**src/rtl/dot_matrix_pkg.sv**
```systemverilog
// Shared types, mode encodings and the 10x7 decimal font
// for the dot-matrix scanner.
package dot_matrix_pkg;

    localparam int N_COLS = 10;
    localparam int N_ROWS = 7;

    localparam logic [3:0] COL_LAST  = 4'd9;
    localparam logic [3:0] DIGIT_MAX = 4'd9;

    typedef enum logic [1:0] {
        MODE_UP   = 2'b00,
        MODE_DOWN = 2'b01,
        MODE_LOAD = 2'b10,
        MODE_HOLD = 2'b11
    } mode_e;

    typedef enum logic [1:0] {
        LD_CLOSED = 2'b00,
        LD_OPEN   = 2'b01,
        LD_HELD   = 2'b10
    } ld_state_e;

    typedef logic [N_ROWS-1:0] glyph_t;
    typedef glyph_t font_t [10][N_COLS];

    // Bit n of a glyph column lights row n; index is [digit][column].
    localparam font_t FONT = '{
        '{7'h3E, 7'h41, 7'h41, 7'h41, 7'h41,
          7'h41, 7'h41, 7'h41, 7'h41, 7'h3E},
        '{7'h0C, 7'h06, 7'h03, 7'h7F, 7'h7F,
          7'h00, 7'h00, 7'h00, 7'h00, 7'h00},
        '{7'h62, 7'h51, 7'h51, 7'h49, 7'h49,
          7'h49, 7'h45, 7'h45, 7'h43, 7'h42},
        '{7'h22, 7'h41, 7'h41, 7'h49, 7'h49,
          7'h49, 7'h49, 7'h49, 7'h49, 7'h36},
        '{7'h18, 7'h14, 7'h14, 7'h12, 7'h12,
          7'h11, 7'h7F, 7'h7F, 7'h10, 7'h10},
        '{7'h27, 7'h45, 7'h45, 7'h45, 7'h45,
          7'h45, 7'h45, 7'h45, 7'h45, 7'h39},
        '{7'h3E, 7'h49, 7'h49, 7'h49, 7'h49,
          7'h49, 7'h49, 7'h49, 7'h49, 7'h32},
        '{7'h01, 7'h01, 7'h71, 7'h09, 7'h09,
          7'h05, 7'h05, 7'h03, 7'h03, 7'h01},
        '{7'h3E, 7'h49, 7'h49, 7'h49, 7'h49,
          7'h49, 7'h49, 7'h49, 7'h49, 7'h3E},
        '{7'h26, 7'h49, 7'h49, 7'h49, 7'h49,
          7'h49, 7'h49, 7'h49, 7'h49, 7'h3E}
    };

    function automatic logic [3:0] digit_step(
        input logic [3:0] d,
        input logic       up
    );
        logic [3:0] r;
        if (up)
            r = (d >= DIGIT_MAX) ? 4'd0 : d + 4'd1;
        else
            r = (d == 4'd0) ? DIGIT_MAX : d - 4'd1;
        return r;
    endfunction

endpackage

```
**src/rtl/dot_font_rom.sv**
```systemverilog
// Combinational glyph lookup: (digit, column) -> 7-bit row pattern.
// Out-of-range digits or columns read as an unlit column.
module dot_font_rom
    import dot_matrix_pkg::*;
(
    input  logic [3:0] digit,
    input  logic [3:0] col,
    output glyph_t     glyph
);

    always_comb begin
        glyph = '0;
        if (digit <= DIGIT_MAX && col <= COL_LAST)
            glyph = FONT[digit][col];
    end

endmodule

```
**src/rtl/dot_matrix_scanner.sv**
```systemverilog
// Multi-panel 10x7 dot-matrix scanner showing one decimal glyph,
// with frame-aligned digit updates and a valid/ready load port.
module dot_matrix_scanner
    import dot_matrix_pkg::*;
#(
    parameter int SCAN_DIV       = 6000,
    parameter int STEP_DIV       = 24000000,
    parameter int BLANK_CYC      = 16,
    parameter int N_PANELS       = 2,
    parameter int ROW_ACTIVE_LOW = 1
) (
    input  logic                       CLK,
    input  logic                       RESET,
    input  logic [1:0]                 MODE,
    input  logic                       PAUSE,
    input  logic                       LOAD_VALID,
    input  logic [3:0]                 LOAD_DIGIT,
    output logic                       LOAD_READY,
    output logic                       LOAD_ERR,
    output logic [3:0]                 DIGIT,
    output logic                       FRAME_DONE,
    output logic [N_COLS-1:0]          DOT_COL,
    output logic [N_ROWS*N_PANELS-1:0] DOT_RAW
);

    localparam int SW = (SCAN_DIV > 2) ? $clog2(SCAN_DIV) : 1;
    localparam int TW = (STEP_DIV > 2) ? $clog2(STEP_DIV) : 1;

    localparam logic [SW-1:0] SCAN_LAST = SW'(SCAN_DIV - 1);
    localparam logic [SW-1:0] BLANK_END = SW'(BLANK_CYC);
    localparam logic [TW-1:0] STEP_LAST = TW'(STEP_DIV - 1);

    localparam logic [N_COLS-1:0] COL_ONE = 1;
    localparam glyph_t ROW_OFF =
        (ROW_ACTIVE_LOW != 0) ? {N_ROWS{1'b1}} : {N_ROWS{1'b0}};

    mode_e           mode;
    mode_e           mode_q;
    ld_state_e       ld_state;
    ld_state_e       ld_next;

    logic [SW-1:0]   scan_cnt;
    logic [3:0]      col;
    logic [TW-1:0]   step_cnt;
    logic            step_pend;
    logic [3:0]      pend_dig;
    logic [3:0]      digit;
    logic [3:0]      digit_nx;

    glyph_t          glyph;
    glyph_t          row_lit;

    logic            slot_end;
    logic            frame_end;
    logic            blank;
    logic            mode_chg;
    logic            counting;
    logic            step_tc;
    logic            hs;
    logic            hs_ok;
    logic            hs_bad;
    logic            pend_vld;
    logic            apply_load;
    logic            apply_step;
    logic            apply_up;
    logic            apply_dn;

    assign mode      = mode_e'(MODE);
    assign slot_end  = scan_cnt == SCAN_LAST;
    assign frame_end = slot_end && col == COL_LAST;
    assign blank     = scan_cnt < BLANK_END;
    assign mode_chg  = mode != mode_q;

    assign counting = (mode == MODE_UP || mode == MODE_DOWN)
                   && !PAUSE && !mode_chg;
    assign step_tc  = counting && step_cnt == STEP_LAST;

    assign LOAD_READY = ld_state == LD_OPEN && mode == MODE_LOAD;
    assign hs         = LOAD_VALID && LOAD_READY;
    assign hs_ok      = hs && LOAD_DIGIT <= DIGIT_MAX;
    assign hs_bad     = hs && LOAD_DIGIT > DIGIT_MAX;
    assign pend_vld   = ld_state == LD_HELD;

    // Digit only moves on the frame wrap so a frame never tears.
    assign apply_load = frame_end && mode == MODE_LOAD && pend_vld;
    assign apply_step = frame_end && step_pend && !PAUSE && !mode_chg;
    assign apply_up   = apply_step && mode == MODE_UP;
    assign apply_dn   = apply_step && mode == MODE_DOWN;

    assign DIGIT = digit;

    dot_font_rom u_rom (
        .digit (digit),
        .col   (col),
        .glyph (glyph)
    );

    assign row_lit = (blank ? '0 : glyph) ^ ROW_OFF;

    always_ff @(posedge CLK) begin
        if (RESET) begin
            scan_cnt <= '0;
            col      <= '0;
        end else if (slot_end) begin
            scan_cnt <= '0;
            col      <= (col == COL_LAST) ? 4'd0 : col + 4'd1;
        end else begin
            scan_cnt <= scan_cnt + SW'(1);
        end
    end

    always_ff @(posedge CLK) begin
        if (RESET) begin
            step_cnt  <= '0;
            step_pend <= 1'b0;
            mode_q    <= mode;
        end else begin
            mode_q <= mode;
            if (mode_chg) begin
                step_cnt  <= '0;
                step_pend <= 1'b0;
            end else begin
                if (counting)
                    step_cnt <= step_tc ? '0 : step_cnt + TW'(1);
                // A new tick wins over consuming the old one.
                if (step_tc)
                    step_pend <= 1'b1;
                else if (apply_up || apply_dn)
                    step_pend <= 1'b0;
            end
        end
    end

    always_ff @(posedge CLK) begin
        if (RESET)
            ld_state <= LD_CLOSED;
        else
            ld_state <= ld_next;
    end

    always_comb begin
        ld_next = ld_state;
        if (mode != MODE_LOAD) begin
            ld_next = LD_CLOSED;
        end else begin
            unique case (ld_state)
                LD_CLOSED: ld_next = LD_OPEN;
                LD_OPEN:   ld_next = hs_ok ? LD_HELD : LD_OPEN;
                LD_HELD:   ld_next = apply_load ? LD_CLOSED : LD_HELD;
                default:   ld_next = LD_CLOSED;
            endcase
        end
    end

    always_comb begin
        digit_nx = digit;
        unique case (1'b1)
            apply_load: digit_nx = pend_dig;
            apply_up:   digit_nx = digit_step(digit, 1'b1);
            apply_dn:   digit_nx = digit_step(digit, 1'b0);
            default:    digit_nx = digit;
        endcase
    end

    always_ff @(posedge CLK) begin
        if (RESET) begin
            digit    <= '0;
            pend_dig <= '0;
        end else begin
            digit <= digit_nx;
            if (hs_ok)
                pend_dig <= LOAD_DIGIT;
        end
    end

    always_ff @(posedge CLK) begin
        if (RESET) begin
            DOT_COL    <= '0;
            DOT_RAW    <= {N_PANELS{ROW_OFF}};
            FRAME_DONE <= 1'b0;
            LOAD_ERR   <= 1'b0;
        end else begin
            DOT_COL    <= blank ? '0 : COL_ONE << col;
            DOT_RAW    <= {N_PANELS{row_lit}};
            FRAME_DONE <= frame_end;
            LOAD_ERR   <= hs_bad;
        end
    end

endmodule

```
**config.mk**
```make
export PLATFORM = sky130hd
export DESIGN_NAME = dot_matrix_scanner
export DESIGN_NICKNAME = d
export VERILOG_FILES = /design/src/rtl/dot_matrix_pkg.sv /design/src/rtl/dot_font_rom.sv /design/src/rtl/dot_matrix_scanner.sv
export SDC_FILE = /design/constraint.sdc
export NUM_CORES = 1
export LEC_CHECK = 0
export ABC_AREA = 1
export CAP_MARGIN = 20
export CORE_UTILIZATION = 45
export CTS_BUF_LIST = sky130_fd_sc_hd__clkbuf_8
export DETAILED_ROUTE_END_ITERATION = 10
export PLACE_DENSITY = 0.65
export SETUP_SLACK_MARGIN = 0.15
export SYNTH_ARGS = -nofsm -noshare
export SYNTH_HDL_FRONTEND = slang
export SYNTH_SLANG_ARGS = --single-unit
```
**constraint.sdc**
```tcl
create_clock -name CLK -period 3.2 [get_ports CLK]
set_input_delay 0.64 -clock CLK [delete_from_list [all_inputs] [get_ports CLK]]
set_output_delay 0.64 -clock CLK [all_outputs]
set_load 0.005 [all_outputs]
```
==> reports/results.tsv <==
stage	metric	value	unit
run_status	outcome	completed	
power_and_ir_drop	sw frac	0.2160	
timing	Final Critical Period	2.889	ns
finish	synthesis-to-layout area growth	15.44	%
timing	Slew Limit Fails	0	
cts	CTS tree	yes	
power_and_ir_drop	Clk pwr share	0.450	
hold_path	Worst Hold Class	reg2reg	
detailed_routing	via count	4246	
cts	H-tree depth	3	
placed_design	Placer Congestion	0.9023	
detailed_routing	Antenna Violating Nets Remaining	0	
timing	Hold Violations, Final	0	
detailed_routing	Via-to-Cell Ratio	5.147	
timing	Clock Skew	0.01076	ns
die	Die ar.	10120	um^2
die	starting density of the core	0.4691	
finish	commonest non-fill, non-tap cells in the layout	nand2_1 (156), nor2_1 (99), inv_1 (76), dfxtp_1 (74), nand3_1 (45)	
global_route	largest net degree at the start of global routing	18	
power_and_ir_drop	Comb power frac	0.031	
timing	Setup TNS	0	ns
setup_path	Worst EP required	2.56	ns
global_route	global-route usage over all layers	0.2152	
finish	final core occ	0.5415	
die	I/O Pins	41	
detailed_routing	Residual DRC	0	
placed_design	placed cells	809	
timing	period utilization	0.9029	
setup_path	Setup CP Type	in2out	
placed_design	HPWL after DPL	7707	um
power_and_ir_drop	Reg power frac	0.519	
setup_path	Critical-path top delay cell	clkdlybuf4s50_1	
global_route	first-pass GRT wire length	17460	um
power_and_ir_drop	Tot Pwr	1.789	mW
timing	RSZ-0062 raised after global routing	false	
power_and_ir_drop	Static Leak	2.053	nW
timing	Max-slew headroom	0.6174	
flow_run	max cap viols	0	
placed_design	# port buffers	40	
die	total core area	9328	um^2
synthesis	Cell variety after synth	39	
finish	# fillers	927	
power_and_ir_drop	Power Density	354.2	nW/um^2
synthesis	post-synthesis sequential area ratio	0.3386	
placed_design	DP Worst Slack	0.3037	ns
synthesis	instance count of the mapped netlist	658	
power_and_ir_drop	Net Sw Power	386.5	uW
timing	Worst-Margin Slew	0.5731	ns
power_and_ir_drop	Internal	1.402	mW
finish	Multi-input gate area	2461	um^2
cts	Root Buffer	clkbuf_8	
detailed_routing	drt first pass iters	4	
timing	Max Freq	346.1	MHz
cts	Post-CTS Hold Buffers	0	
cts	clock slew at reported path FFs	0.07	ns
detailed_routing	Initial DRC Count	342	
finish	Net count, final	713	
setup_path	CP arrival	2.25	ns
timing	Final setup viols	0	
detailed_routing	detailed-route wire length	10200	um
die	row count	35	
power_and_ir_drop	maximum VDD drop	0.2482	mV
cts	CTS resizes	0	
cts	Clock Latency Late Sink	0.35	ns
setup_path	CP endpoint kind	output port	
finish	most common cell after layout, fill and taps aside	nand2_1	
cts	Max Root-Sink Buffers	2	
cts	CTS Sinks	74	
finish	Sequential Area	1481	um^2
cts	Post-CTS Setup Inserts	0	
synthesis	yosys warns	0	
die	Die X	100.6	um
finish	fin cells	825	
global_route	vias in the first global route	3797	
detailed_routing	DR WL/cell	12.37	um
die	Die Y	100.6	um
synthesis	synthesized net count	680	
global_route	initial antenna violation count	0	
finish	layout cells sized above 1	0.08477	
timing	setup ws final	0.3107	ns
synthesis	syn_area_per_cell	6.650	um^2
setup_path	crit start category	primary input	
synthesis	Synth Cell Area	4375	um^2
finish	antenna cells	0	
setup_path	slowest stage delay, CP	0.55	ns
synthesis	synthesized flop and latch total	74	
setup_path	CP Cell Sequence	clkdlybuf4s50_1, inv_2, nor2_1, inv_2, nor3_4, clkdlybuf4s50_1	
cts	Num CTS Buffers	9	
setup_path	crit-path max FO	5	
global_route	GR Overflow Total	0	
-- worst paths after layout --
check              startpoint           to  slack, ns  cells past startpoint
setup / recovery      MODE[1]   LOAD_READY       0.31                      6
hold / removal    scan_cnt[0]  scan_cnt[0]       0.45                      1
setup reg to reg     DIGIT[1]   DOT_RAW[7]       1.04                     10
hold reg to reg   scan_cnt[0]  scan_cnt[0]       0.45                      1
-- cells in the mapped netlist --
cell      instances  area share
o21ai_0          34       0.039
nand2_4           4       0.010
inv_4             2      0.0029
a21oi_1          24       0.027
nor2_1           99       0.085
nand3_1          45       0.051
inv_2             4      0.0034
nor4_1            7       0.010
a22oi_1           1      0.0017
nand3b_1          3      0.0051
dfxtp_1          74        0.34
clkinv_1          1     0.00086
nand4_1          14       0.020
nor3_1           17       0.019
a211oi_1          1      0.0017
nand2_2           7       0.010
nor2_4            6       0.015
nor3_4            2      0.0074
buf_2             6      0.0069
nor3b_1           6       0.010
xor2_1            7       0.014
nand3_2           2      0.0046
nor2_8            1      0.0046
o221ai_1          1      0.0020
nor3_2            3      0.0069
o22ai_1           6      0.0086
o211ai_1          5      0.0086
buf_4             8       0.014
xnor2_1           1      0.0020
inv_1            75       0.064
or2_2             3      0.0043
nor2_2            7       0.010
ha_1             12       0.034
nand3_4           1      0.0040
nand2_1         156        0.13
a31oi_1           6      0.0086
clkbuf_1          5      0.0043
a221oi_1          1      0.0020
buf_6             1      0.0026
-- worst max-delay path, delay by kind of cell --
| kind | cells | cell delay [ns] |
|---|---|---|
| and+or+nand+nor | 2 | 0.35 |
| buffers and inverters | 4 | 1.26 |
-- power groups by stage --
stage | Combinational [mW] | Clock [mW] | Sequential (mW)
detailed placement | 0.0560 | 0 | 0.950
global placement | 0.0552 | 0 | 0.950
CTS | 0.0563 | 0.829 | 0.929
finish | 0.0558 | 0.804 | 0.929
floorplan | 0.0327 | 0 | 0.950
global route | 0.0640 | 0.873 | 0.930
-- registers in the layout, summed over array words and instances, names as in the netlist --
signal      flops
step_cnt       25
scan_cnt       13
DOT_COL        10
DOT_RAW         7
DIGIT           4
col             4
pend_dig        4
ld_state        2
mode_q          2
FRAME_DONE      1
LOAD_ERR        1
step_pend       1
-- stage by stage --
stage	cell area, um^2	hold WS (ns)
2_1_floorplan	4375	0.4175
3_3_place_gp	4832	0.4298
3_5_place_dp	4832	0.4432
4_1_cts	5051	0.4546
5_1_grt	5051	0.4809
6_report	5051	0.4497
-- cell families (layout without fill, tap and decap cells) --
family                   count (synthesis)  in the layout  share of synthesized area
flip-flops                              74             74                     0.3386
XOR/XNOR                                 8              8                    0.01601
AO/OA/AOI/OAI                           79             79                    0.09952
buffers and inverters                  102            140                    0.09894
AND/OR/NAND/NOR                        383            383                     0.4126
adder cells (fa/ha/maj)                 12             12                    0.03431
-- metal layers --
layer / vias up / GRT usage / wire, um
li1: 2201 / - / -
met1: 1872 / 0.3006 / 5115
met2: 157 / 0.3277 / 4285
met3: 16 / 0.04577 / 641
met4: 0 / 0.07469 / 160
met5: - / 0 / 0
-- final cells by class --
class | instances | area share
Multi-Input combinational cell | 482 | 0.4872
Inverter | 82 | 0.06193
Clock inverter | 6 | 0.01610
Sequential cell | 74 | 0.2933
Timing Repair Buffer | 42 | 0.08224
Tap cell | 129 | 0.03195
Clock buffer | 10 | 0.02725
Note: power is estimated with default switching activity, not from simulation.
